$ cat config.mk
export PLATFORM = sky130hd
export DESIGN_NAME = stream_rr_arbiter
export DESIGN_NICKNAME = d
export VERILOG_FILES = /design/src/rtl/stream_arb_pkg.sv /design/src/rtl/rr_pick.sv /design/src/rtl/stream_rr_arbiter.sv
export SDC_FILE = /design/constraint.sdc
export NUM_CORES = 1
export LEC_CHECK = 0
export BUFFER_PORTS_ARGS = -buffer_cell sky130_fd_sc_hd__buf_4
export CORE_AREA = 5 5 67 69
export CTS_CLUSTER_DIAMETER = 60
export DETAILED_ROUTE_END_ITERATION = 10
export DIE_AREA = 0 0 72 74
export PLACE_DENSITY = 0.92
export SLEW_MARGIN = 20
export SYNTH_ARGS = -nofsm -noshare
export SYNTH_HDL_FRONTEND = slang
export SYNTH_SLANG_ARGS = --single-unit
$ cat constraint.sdc
create_clock -name clk -period 3.6 [get_ports clk]
set_input_delay 0.72 -clock clk [delete_from_list [all_inputs] [get_ports clk]]
set_output_delay 0.72 -clock clk [all_outputs]
set_load 0.02 [all_outputs]
$ cat src/rtl/stream_arb_pkg.sv
// -----------------------------------------------------------------------------
// stream_arb_pkg
// Shared types and default constants for the round-robin stream arbiter.
//   arb_state_e      : arbiter FSM state (IDLE while picking, LOCKED while a
//                      requester owns the shared stream)
//   DEF_*            : default values for the arbiter parameters
//   BEAT_CNT_W       : width of the per-packet beat counter (MAX_BEATS <= 255)
//   PKT_CNT_W        : width of the completed-packet counter
// -----------------------------------------------------------------------------
package stream_arb_pkg;

  localparam int DEF_NUM_REQ    = 4;
  localparam int DEF_DATA_WIDTH = 8;
  localparam int DEF_MAX_BEATS  = 16;

  localparam int BEAT_CNT_W = 8;
  localparam int PKT_CNT_W  = 16;

  typedef enum logic {
    IDLE   = 1'b0,
    LOCKED = 1'b1
  } arb_state_e;

endpackage : stream_arb_pkg

$ cat src/rtl/rr_pick.sv
// -----------------------------------------------------------------------------
// rr_pick
// Combinational rotating-priority search. Starting at (last_i + 1) mod NUM_REQ
// and wrapping around, returns the first index whose request bit is set.
//   req_i   : request vector
//   last_i  : index of the most recent winner
//   found_o : at least one request bit is set
//   idx_o   : winning index (0 when found_o is low)
// -----------------------------------------------------------------------------
module rr_pick
  import stream_arb_pkg::*;
#(
  parameter  int NUM_REQ = DEF_NUM_REQ,
  localparam int IDX_W   = $clog2(NUM_REQ)
) (
  input  logic [NUM_REQ-1:0] req_i,
  input  logic [IDX_W-1:0]   last_i,
  output logic               found_o,
  output logic [IDX_W-1:0]   idx_o
);

  logic [IDX_W-1:0] cand;

  // NOTE: every variable written in an always_comb gets a default at the top;
  // a path that leaves one unassigned would infer a latch.
  always_comb begin
    found_o = 1'b0;
    idx_o   = '0;
    cand    = '0;
    // Offset NUM_REQ lands back on the last winner, so it only wins when it
    // is the sole requester.
    for (int off = 1; off <= NUM_REQ; off++) begin
      cand = IDX_W'((int'(last_i) + off) % NUM_REQ);
      if (!found_o && req_i[cand]) begin
        found_o = 1'b1;
        idx_o   = cand;
      end
    end
  end

endmodule : rr_pick

$ cat src/rtl/stream_rr_arbiter.sv
// -----------------------------------------------------------------------------
// stream_rr_arbiter
// Packet-level round-robin arbiter: NUM_REQ valid/ready streams share one
// output stream. A requester keeps the stream from its first beat until a
// beat with out_last transfers; packets longer than MAX_BEATS are cut with a
// forced last beat and a one-cycle overrun pulse.
//   clk, reset_n          : clock, asynchronous active-low reset
//   in_valid/ready/last   : per-requester handshake and end-of-packet
//   in_data               : requester k payload at [k*DATA_WIDTH +: DATA_WIDTH]
//   out_valid/ready/data/last : shared output stream
//   grant_valid           : a requester currently owns the stream
//   grant_idx             : current or most recent owner
//   overrun               : pulses the cycle after a forced release
//   pkt_count             : completed packets, wrapping
// -----------------------------------------------------------------------------
module stream_rr_arbiter
  import stream_arb_pkg::*;
#(
  parameter  int NUM_REQ    = DEF_NUM_REQ,
  parameter  int DATA_WIDTH = DEF_DATA_WIDTH,
  parameter  int MAX_BEATS  = DEF_MAX_BEATS,
  localparam int IDX_W      = $clog2(NUM_REQ)
) (
  input  logic                          clk,
  input  logic                          reset_n,
  input  logic [NUM_REQ-1:0]            in_valid,
  output logic [NUM_REQ-1:0]            in_ready,
  input  logic [NUM_REQ*DATA_WIDTH-1:0] in_data,
  input  logic [NUM_REQ-1:0]            in_last,
  output logic                          out_valid,
  input  logic                          out_ready,
  output logic [DATA_WIDTH-1:0]         out_data,
  output logic                          out_last,
  output logic                          grant_valid,
  output logic [IDX_W-1:0]              grant_idx,
  output logic                          overrun,
  output logic [PKT_CNT_W-1:0]          pkt_count
);

  localparam logic [BEAT_CNT_W-1:0] LAST_BEAT = BEAT_CNT_W'(MAX_BEATS - 1);
  localparam logic [IDX_W-1:0]      LAST_REQ  = IDX_W'(NUM_REQ - 1);

  arb_state_e              state_q, state_d;
  logic [IDX_W-1:0]        grant_q, grant_d;
  logic [IDX_W-1:0]        last_grant_q, last_grant_d;
  logic [BEAT_CNT_W-1:0]   beat_cnt_q, beat_cnt_d;
  logic [PKT_CNT_W-1:0]    pkt_cnt_q, pkt_cnt_d;
  logic                    overrun_q, overrun_d;

  logic                    pick_found;
  logic [IDX_W-1:0]        pick_idx;
  logic                    locked;
  logic                    sel_valid;
  logic                    sel_last;
  logic [DATA_WIDTH-1:0]   sel_data;
  logic                    xfer;

  rr_pick #(
    .NUM_REQ (NUM_REQ)
  ) u_rr_pick (
    .req_i   (in_valid),
    .last_i  (last_grant_q),
    .found_o (pick_found),
    .idx_o   (pick_idx)
  );

  // Granted requester's inputs, selected by comparison so that a grant index
  // never exceeds the populated lanes for non-power-of-two NUM_REQ.
  always_comb begin
    sel_valid = 1'b0;
    sel_last  = 1'b0;
    sel_data  = '0;
    for (int k = 0; k < NUM_REQ; k++) begin
      if (grant_q == IDX_W'(k)) begin
        sel_valid = in_valid[k];
        sel_last  = in_last[k];
        sel_data  = in_data[k*DATA_WIDTH +: DATA_WIDTH];
      end
    end
  end

  always_comb begin
    in_ready = '0;
    for (int k = 0; k < NUM_REQ; k++) begin
      if (locked && grant_q == IDX_W'(k)) in_ready[k] = out_ready;
    end
  end

  // The data path is combinational while LOCKED and forced to zero in IDLE,
  // which makes the arbitration cycle a bubble and keeps outputs at zero
  // during reset.
  assign locked      = (state_q == LOCKED);
  assign out_valid   = locked & sel_valid;
  assign out_data    = locked ? sel_data : '0;
  assign out_last    = locked & (sel_last | (beat_cnt_q == LAST_BEAT));
  assign xfer        = out_valid & out_ready;
  assign grant_valid = locked;
  assign grant_idx   = grant_q;
  assign overrun     = overrun_q;
  assign pkt_count   = pkt_cnt_q;

  always_comb begin
    state_d      = state_q;
    grant_d      = grant_q;
    last_grant_d = last_grant_q;
    beat_cnt_d   = beat_cnt_q;
    pkt_cnt_d    = pkt_cnt_q;
    overrun_d    = 1'b0;
    case (state_q)
      IDLE: begin
        if (pick_found) begin
          grant_d = pick_idx;
          state_d = LOCKED;
        end
      end
      LOCKED: begin
        // A requester dropping in_valid simply stalls here; only a
        // transferred last beat releases the stream.
        if (xfer) begin
          if (out_last) begin
            state_d      = IDLE;
            last_grant_d = grant_q;
            beat_cnt_d   = '0;
            pkt_cnt_d    = pkt_cnt_q + 1'b1;
            overrun_d    = ~sel_last;
          end else begin
            beat_cnt_d = beat_cnt_q + 1'b1;
          end
        end
      end
      default: state_d = IDLE;
    endcase
  end

  // NOTE: sequential state uses non-blocking assignments so every register
  // samples its next value from the same pre-edge snapshot.
  always_ff @(posedge clk or negedge reset_n) begin
    if (!reset_n) begin
      state_q      <= IDLE;
      grant_q      <= '0;
      last_grant_q <= LAST_REQ;
      beat_cnt_q   <= '0;
      pkt_cnt_q    <= '0;
      overrun_q    <= 1'b0;
    end else begin
      state_q      <= state_d;
      grant_q      <= grant_d;
      last_grant_q <= last_grant_d;
      beat_cnt_q   <= beat_cnt_d;
      pkt_cnt_q    <= pkt_cnt_d;
      overrun_q    <= overrun_d;
    end
  end

endmodule : stream_rr_arbiter

## After elaboration in Yosys (flattened, before gate mapping)

Cells that the tools add are included.

| storage, ports and cells | value |
|---|---|
| bits of input ports | 43 |
| bits in writable memories | 0 |
| latch bits | 0 |
| memories | 0 |
| bits in read-only memories | 0 |
| flip-flop bits (word level) | 30 |

| cells by class | value |
|---|---|
| multiply operators | 0 |
| equal/unequal tests | 4 |
| $lt $le $gt $ge | 4 |
| shift-type cells | 0 |
| div/mod/pow operators | 0 |
| bitwise gates (word level) | 6 |
| add/subtract/negate cells | 6 |
| mux-type cells | 41 |
| reductions and logical operators | 14 |

Operators by type and width:

| cell | number |
|---|---|
| $mux W8 | 6 |
| $mux W1 | 26 |
| $add A16 B1 Y16 const B | 1 |
| $lt A2 B3 Y1 const B | 4 |
| $add A8 B1 Y8 const B | 1 |
| $bmux W1 S2 | 4 |
| $eq A8 B4 Y1 const B | 1 |
| $mux W2 | 4 |
| $logic_and A1 B1 Y1 | 7 |
| $add A2 B1 Y2 const B | 2 |
| $add A2 B2 Y2 const B | 2 |
| $eq A2 B2 Y1 const B | 2 |
| $reduce_and A2 Y1 | 2 |
| $and A1 B1 Y1 | 3 |
| $logic_not A1 Y1 | 3 |
| $reduce_and A3 Y1 | 1 |
| $eq A2 B1 Y1 const B | 1 |
| $logic_not A2 Y1 | 1 |
| $not A1 Y1 | 2 |
| $pmux W1 S2 | 1 |
| $or A1 B1 Y1 | 1 |

## Logic depth before layout (Yosys ltp)

Gate-level depths: netlist (run 1).

| depth | value |
|---|---|
| word-level depth | 15 |
| mapped depth | 7 |
| gate-level depth less buffers | 7 |

## Modules after synthesis

Synthesis (run 1) repeated with hierarchy kept, for this count alone.

| second synthesis, totals | value |
|---|---|
| cells, all modules | 181 |
| area, all modules | 1,873.0 um2 |

Modules (own cells, without submodules):

| module | times used | seq. area each (um2) | area an instance (um2) | cells each |
|---|---|---|---|---|
| stream_rr_arbiter | 1 | 753.2 | 1,781.7 | 167 |
| rr_pick | 1 | 0.0 | 91.3 | 14 |

## Least setup slack after synthesis (run 1)

OpenSTA, ideal clock, no wires.

| timing | value |
|---|---|
| path type | reg-to-output |
| from | register grant_q[0], in the netlist grant_idx[0] |
| to | output out_data[0] |
| cell stages (with the launch flop) | 5 |
| setup slack | 1.264 ns |
| data required time | 2.880 ns |
| data arrival time | 1.616 ns |
| cells stage by stage | dfrtp_1 > buf_6 > buf_2 > mux4_2 > and2_1 |

| between the ends | value |
|---|---|
| cells in the longest elaborated chain, start to end | 6 |
| elaborated cells on any way between the ends | 9 |

RTL lines:

| what | line | RTL |
|---|---|---|
| start, declared | stream_rr_arbiter.sv:44 | `logic [IDX_W-1:0] grant_q, grant_d;` |
| start signal, assigned | stream_rr_arbiter.sv:147 | `grant_q <= grant_d;` |
| $logic_not A2 Y1 | stream_rr_arbiter.sv:74 | `if (grant_q == IDX_W'(k)) begin` |
| $mux W8 (3 in series) | stream_rr_arbiter.sv:74 |  |
| $mux W8 (*) | stream_rr_arbiter.sv:74 |  |
| $mux W8 (*) | stream_rr_arbiter.sv:94 | `assign out_data = locked ? sel_data : '0;` |
| end, declared | stream_rr_arbiter.sv:32 | `output logic [DATA_WIDTH-1:0] out_data,` |

Mark *: on every way between the ends. The rest lies on a longest branch, timed or not.

## Worst setup path after layout (run 1)

| timing | value |
|---|---|
| from | register grant_q[0], in the netlist grant_idx[0] |
| to | output out_data[4] |

The elaborated chain is that of the path after synthesis.

==> flow_summary.yaml, run 1 <==
cts:
  clock_latency_ns: 0.29
  clk_path_buf_depth: 2
  cts_tree: "built"
  cts_hold_buf: 0
  htree_num_levels: 2
  cts_root_buf: "clkbuf_8"
  clock-sinks: 30
  clkTransAtPathRegs_ns: 0.06
  post-cts-setup-buffer-count: 0
  post_cts_resized: 0
  cts_inserted_buffers: 5
finish:
  final_cell_count_no_fill: 313
  final_util: 0.676
  drive_gt1_frac: 0.403
  antennaDiodeCount: 0
  areaGrowthSynthToFinish_pct: 36.9
  nets: 307
drt:
  drcViolationCount: 0
  drt_iter0_markers: 50
  num_vias: 1724
  wirelength_um: 4840
  first_pass_iters: 4
  detail_route.wl_per_cell_um: 15.5
  final_antenna_net_count: 0
  vias_per_cell: 5.51
pwr:
  sw_frac_of_total: 0.409
  p_switching_mw: 0.747
  power_density_nw_per_um2: 701
  p_clk_frac: 0.181
  seqPwrFrac: 0.302
  vdd_drop_max_mv: 0.416
  leakagePower_nw: 1.25
  power_mw: 1.83
  internal-power_mw: 1.08
  combPwrFrac: 0.517
worst_setup_path:
  slowest_delay_ns: 0.67
  required_ns: 2.88
  timing.critical_path.buf_inv: 2
  cp_cell_sequence: "buf_4, mux4_2, and2_1, buf_4"
  path_common_cell: "buf_4"
  cp-end-kind: "output pin"
  startpoint_type: "register"
  cp.arrival_ns: 2.06
  path_class: "reg -> out"
  crit_start: "grant_idx[0]"
  worstPathMaxFanout: 9
  worstReg2RegStart: "grant_idx[1]"
  cp_top_family: "flip-flops"
  crit_slowest_cell: "dfrtp_1"
worst_hold_path:
  hp-class: "in -> async"
global_routing:
  grt_max_degree: 31
  antenna_found_initial: 0
  track_usage: 0.196
  use_met2: 0.316
  grt.overflow.total: 0
  grt_pass1_wl_um: 8040
  use_met1: 0.235
  grtUsageMet3: 0.0811
  grt_pass1_vias: 1797
  grt_busiest_layer: "met2"
timing:
  period_share: 0.774
  clock_skew_ns: 0.00971
  relSlewSlack: 0.611
  setup_ws_ns: 0.815
  rsz0062_at_grt: "false"
  period_needed_ns: 2.78
  drv_slew: 0
  final_hold_viol_count: 0
  tns_ns: 0
  setup_viol_count_final: 0
  fmax_ghz: 0.359
  tightest_slew_ns: 0.583
placed_design:
  dp_cells: 305
  io_buffers: 76
  pre_cts_slack_ns: 1.10
  dp_hpwl_um: 3770
  gp_congestion: 0.830
yosys:
  postSynthNetCount: 230
  ys_warn_count: 0
  synth_top_area_frac: 0.368
  async_reset_ff_frac: 1.00
  synth_area_leaders: "dfrtp_1 (37%), mux4_2 (9.5%), xor2_1 (4.1%)"
  synth_cell_type_count: 49
  synth_edf_count: 0
  avgSynthCellArea_um2: 10.3
  synth_top_area_cell: "dfrtp_1"
  yosysMostFrequentCell: "dfrtp_1"
  ys_seq_area_frac: 0.396
  ys_ff_latch: 30
  synth_cells: 185
  netlist_top_cells_count: "dfrtp_1 (28), nand2_1 (19), nand3_1 (13), o21ai_0 (12), nor2_1 (10)"
  synthFlopType: "dfrtp_1"
  syn_area_um2: 1900
floorplanning:
  die_w_um: 72
  die_h_um: 74
  initial_core_util: 0.494
  num_rows: 23
  core_um2: 3860
  io_pins: 77
  dieArea_um2: 5330
run:
  cap_violations: 0
status:
  status: "completed"
==> per-layer routing <==
| metal | vias to the layer above | wire length, um |
|---|---|---|
| met4 | 0 | 104 |
| met2 | 87 | 2270 |
| li1 | 817 | - |
| met3 | 10 | 595 |
| met1 | 810 | 1880 |
| met5 | - | 0 |
==> cell type report <==
class	count	area (um^2)
multi-input cells	140	1080
clock inverters	1	30.0
repair buffers	77	578
well taps	50	62.6
flip-flops and latches	30	753
fillers	303	1250
inverters	8	30.0
clock buffers	7	76.3
==> worst paths after layout <==
check / end / slack (ns) / cells past startpoint
min: pkt_count[9] / 0.35 / 1
max: out_data[4] / 0.82 / 4
max reg2reg: pkt_count[9] / 1.36 / 5
min in group clk: pkt_count[15] / 0.46 / 1
max in group asynchronous: last_grant_q[1] / 2.93 / 1
min reg2reg: pkt_count[15] / 0.46 / 1
==> flip-flops by register name (all words and copies together) (netlist names) <==
signal	count
beat_cnt_q	8
grant_idx	2
grant_valid	1
last_grant_q	2
overrun	1
pkt_count	16
==> placed cells by master (no fill, tap or decap), types with 2 or more instances in the layout <==
| cell type | n |
|---|---|
| mux4_2 | 8 |
| xnor2_1 | 6 |
| xor2_1 | 9 |
| dfrtp_1 | 28 |
| nand4_1 | 2 |
| o31ai_1 | 2 |
| and3_1 | 5 |
| ha_1 | 2 |
| buf_4 | 77 |
| nand2b_1 | 3 |
| and2_1 | 9 |
| nor2_1 | 10 |
| clkbuf_1 | 2 |
| nor3_1 | 6 |
| nand3_1 | 13 |
| nand2_1 | 19 |
| o21ai_0 | 12 |
| clkbuf_8 | 5 |
| o22ai_1 | 2 |
| a21oi_1 | 4 |
| inv_1 | 7 |
| dfstp_2 | 2 |
| mux2i_1 | 3 |
==> worst register-to-register path, cell delays in order (launching register included) <==
cell	delay, ns
dfrtp_1	0.71
nand3_1	0.36
o22ai_4	0.38
o21ai_4	0.23
nor4_4	0.34
xor2_1	0.16
==> cell families (layout without fill, tap and decap cells) <==
logic type / count (synthesis) / after routing / share of synthesized area
flops: 30 / 30 / 0.396
compound gates: 29 / 29 / 0.107
simple gates: 79 / 79 / 0.233
mux: 15 / 15 / 0.143
fa+ha+maj: 2 / 2 / 0.0131
xor+xnor: 15 / 15 / 0.0690
buf+inv: 15 / 93 / 0.0388
==> stage by stage <==
| step | hold WS (ns) | area [um^2] |
|---|---|---|
| final | 0.351 | 2610 |
| after global routing | 0.374 | 2610 |
| after CTS | 0.362 | 2610 |
| after detailed placement | 0.463 | 2500 |
| after global placement | 0.461 | 2500 |
| after floorplan | 0.424 | 1900 |
==> power groups by stage <==
stage               sequential (mW)  clock, mW  combinational (mW)
floorplan                     0.533          0               0.653
global placement              0.549          0               0.934
detailed placement            0.555          0               0.952
CTS                           0.551      0.338               0.953
global route                  0.571      0.353                1.02
finish                        0.551      0.331               0.944
Power figures use the tool's default switching activity.
==> run 2: changes to the inputs <==
--- a/config.mk
+++ b/config.mk
@@ -6,11 +6,11 @@
 export NUM_CORES = 1
 export LEC_CHECK = 0
 export BUFFER_PORTS_ARGS = -buffer_cell sky130_fd_sc_hd__buf_4
-export CORE_AREA = 5 5 67 69
+export CORE_AREA = 5 5 69 71
 export CTS_CLUSTER_DIAMETER = 60
 export DETAILED_ROUTE_END_ITERATION = 10
-export DIE_AREA = 0 0 72 74
-export PLACE_DENSITY = 0.92
+export DIE_AREA = 0 0 74 76
+export PLACE_DENSITY = 0.87
 export SLEW_MARGIN = 20
 export SYNTH_ARGS = -nofsm -noshare
 export SYNTH_HDL_FRONTEND = slang
==> constraint.sdc (replaced) <==
create_clock -name clk -period 2.9 [get_ports clk]
set_input_delay 0.58 -clock clk [delete_from_list [all_inputs] [get_ports clk]]
set_output_delay 0.58 -clock clk [all_outputs]
set_load 0.02 [all_outputs]
==> run 2 against run 1 <==
- combinational power rose by 26%
- global-route usage fell by 1.9 points
- power rose by 25%
- sequential share of layout area fell by 0.069 points
- non-clock buffer count did not move
- clock-buffer cell count fell by 1
- final cell count rose by 0.64%
- first-iteration DRC count rose by 66%
- sequential cell count did not move
==> flow_summary.yaml, run 2 (synthesis results as in run 1) <==
worst_setup_path:
  crit_start: "grant_idx[0]"
  reg2regPathDepth: 5
  cp.arrival_ns: 2.01
  path_class: "reg -> out"
  worstPathMaxFanout: 11
  reg2reg_slack_ns: 0.63
  cp-end-kind: "output pin"
  required_ns: 2.32
  startpoint_type: "register"
  worstReg2RegStart: "grant_idx[1]"
  reg2reg_to: "pkt_count[9]"
cts:
  clock_latency_ns: 0.29
  htree_num_levels: 2
  clk_path_buf_depth: 2
  clock-sinks: 30
  post-cts-setup-buffer-count: 0
  cts_inserted_buffers: 5
  clkTransAtPathRegs_ns: 0.07
  post_cts_resized: 0
  cts_tree: "built"
  cts_root_buf: "clkbuf_8"
  cts_hold_buf: 0
drt:
  detail_route.wl_per_cell_um: 15.5
  wirelength_um: 4900
  num_vias: 1701
  drcViolationCount: 0
  vias_per_cell: 5.40
  first_pass_iters: 4
  final_antenna_net_count: 0
  drt_iter0_markers: 83
finish:
  largest_reg_flops: 16
  fillers: 329
  antennaDiodeCount: 0
  areaGrowthSynthToFinish_pct: 37.3
  drive_gt1_frac: 0.407
  multiInputGateArea_um2: 1080
  final_cell_mix: "buf_4 (77), dfrtp_1 (28), nand2_1 (19)"
  final_common_cell: "buf_4"
  nets: 307
  seq_area_um2: 753
timing:
  relSlewSlack: 0.584
  period_share: 0.892
  setup_viol_count_final: 0
  fmax_ghz: 0.387
  clock_skew_ns: 0.00757
  rsz0062_at_grt: "false"
  drv_slew: 0
  tns_ns: 0
  period_needed_ns: 2.59
  final_hold_viol_count: 0
  tightest_slew_ns: 0.619
worst_hold_path:
  hp-class: "in -> async"
placed_design:
  dp_hpwl_um: 3670
  gp_congestion: 0.813
  io_buffers: 76
floorplanning:
  die_h_um: 76
  io_pins: 77
  num_rows: 24
  initial_core_util: 0.456
  core_um2: 4170
  dieArea_um2: 5620
  die_w_um: 74
global_routing:
  grt_max_degree: 31
  grt_pass1_wl_um: 7890
  grt.overflow.total: 0
  antenna_found_initial: 0
  grt_pass1_vias: 1796
  track_usage: 0.177
pwr:
  vdd_drop_max_mv: 0.594
  power_mw: 2.29
  leakagePower_nw: 1.25
  power_density_nw_per_um2: 876
run:
  cap_violations: 0
status:
  status: "completed"
## run 2: cell types whose count changed in the layout (fill, tap and decap cells not counted)
| cell | delta |
|---|---|
| clkbuf_1 | -1 |
| clkinvlp_4 | +1 |
## run 2: stage by stage
stage          hold WS, ns   util  cells  worst slack (ns)  area [um^2]
2_1_floorplan        0.284      -    185             0.704         1900
3_3_place_gp         0.461  0.600    307             0.683         2500
3_5_place_dp         0.476  0.600    307             0.628         2500
4_1_cts              0.221  0.626    315             0.292         2610
5_1_grt              0.233  0.626    315             0.209         2610
6_report             0.208  0.626    315             0.314         2610
## run 2: worst max-delay path, cell delays in order, from the launching register on
cell and delay [ns]:
dfrtp_1 0.57, buf_4 0.30, mux2i_1 0.41, nor2b_1 0.19, a211oi_1 0.06, buf_4 0.19
## run 2: final cells by class
cell class	instances	area share
multi-input cells	140	0.412
flip-flops and latches	30	0.288
repair buffers	77	0.221
clock buffers	6	0.0278
well taps	52	0.0249
clock inverters	2	0.0144
inverters	8	0.0115
## run 2: layer usage
layer	track usage	share of wire	wire, um
met2	0.301	0.48	2330
met3	0.0620	0.14	687
met5	0	0	0
met4	0.0688	0.019	91
met1	0.198	0.37	1790
## run 2: worst max-delay path by stage
stage                             end  depth (start not counted)
after floorplan           out_data[0]                          4
after global routing        out_valid                          5
final                       out_valid                          5
after global placement    out_data[5]                          4
after detailed placement  out_data[5]                          4
after CTS                   out_valid                          5
## run 2: report_power, final
group          internal, mW  switching [mW]
Sequential            0.518           0.159
Combinational         0.567           0.626
Clock                 0.256           0.164
Total                  1.34           0.949
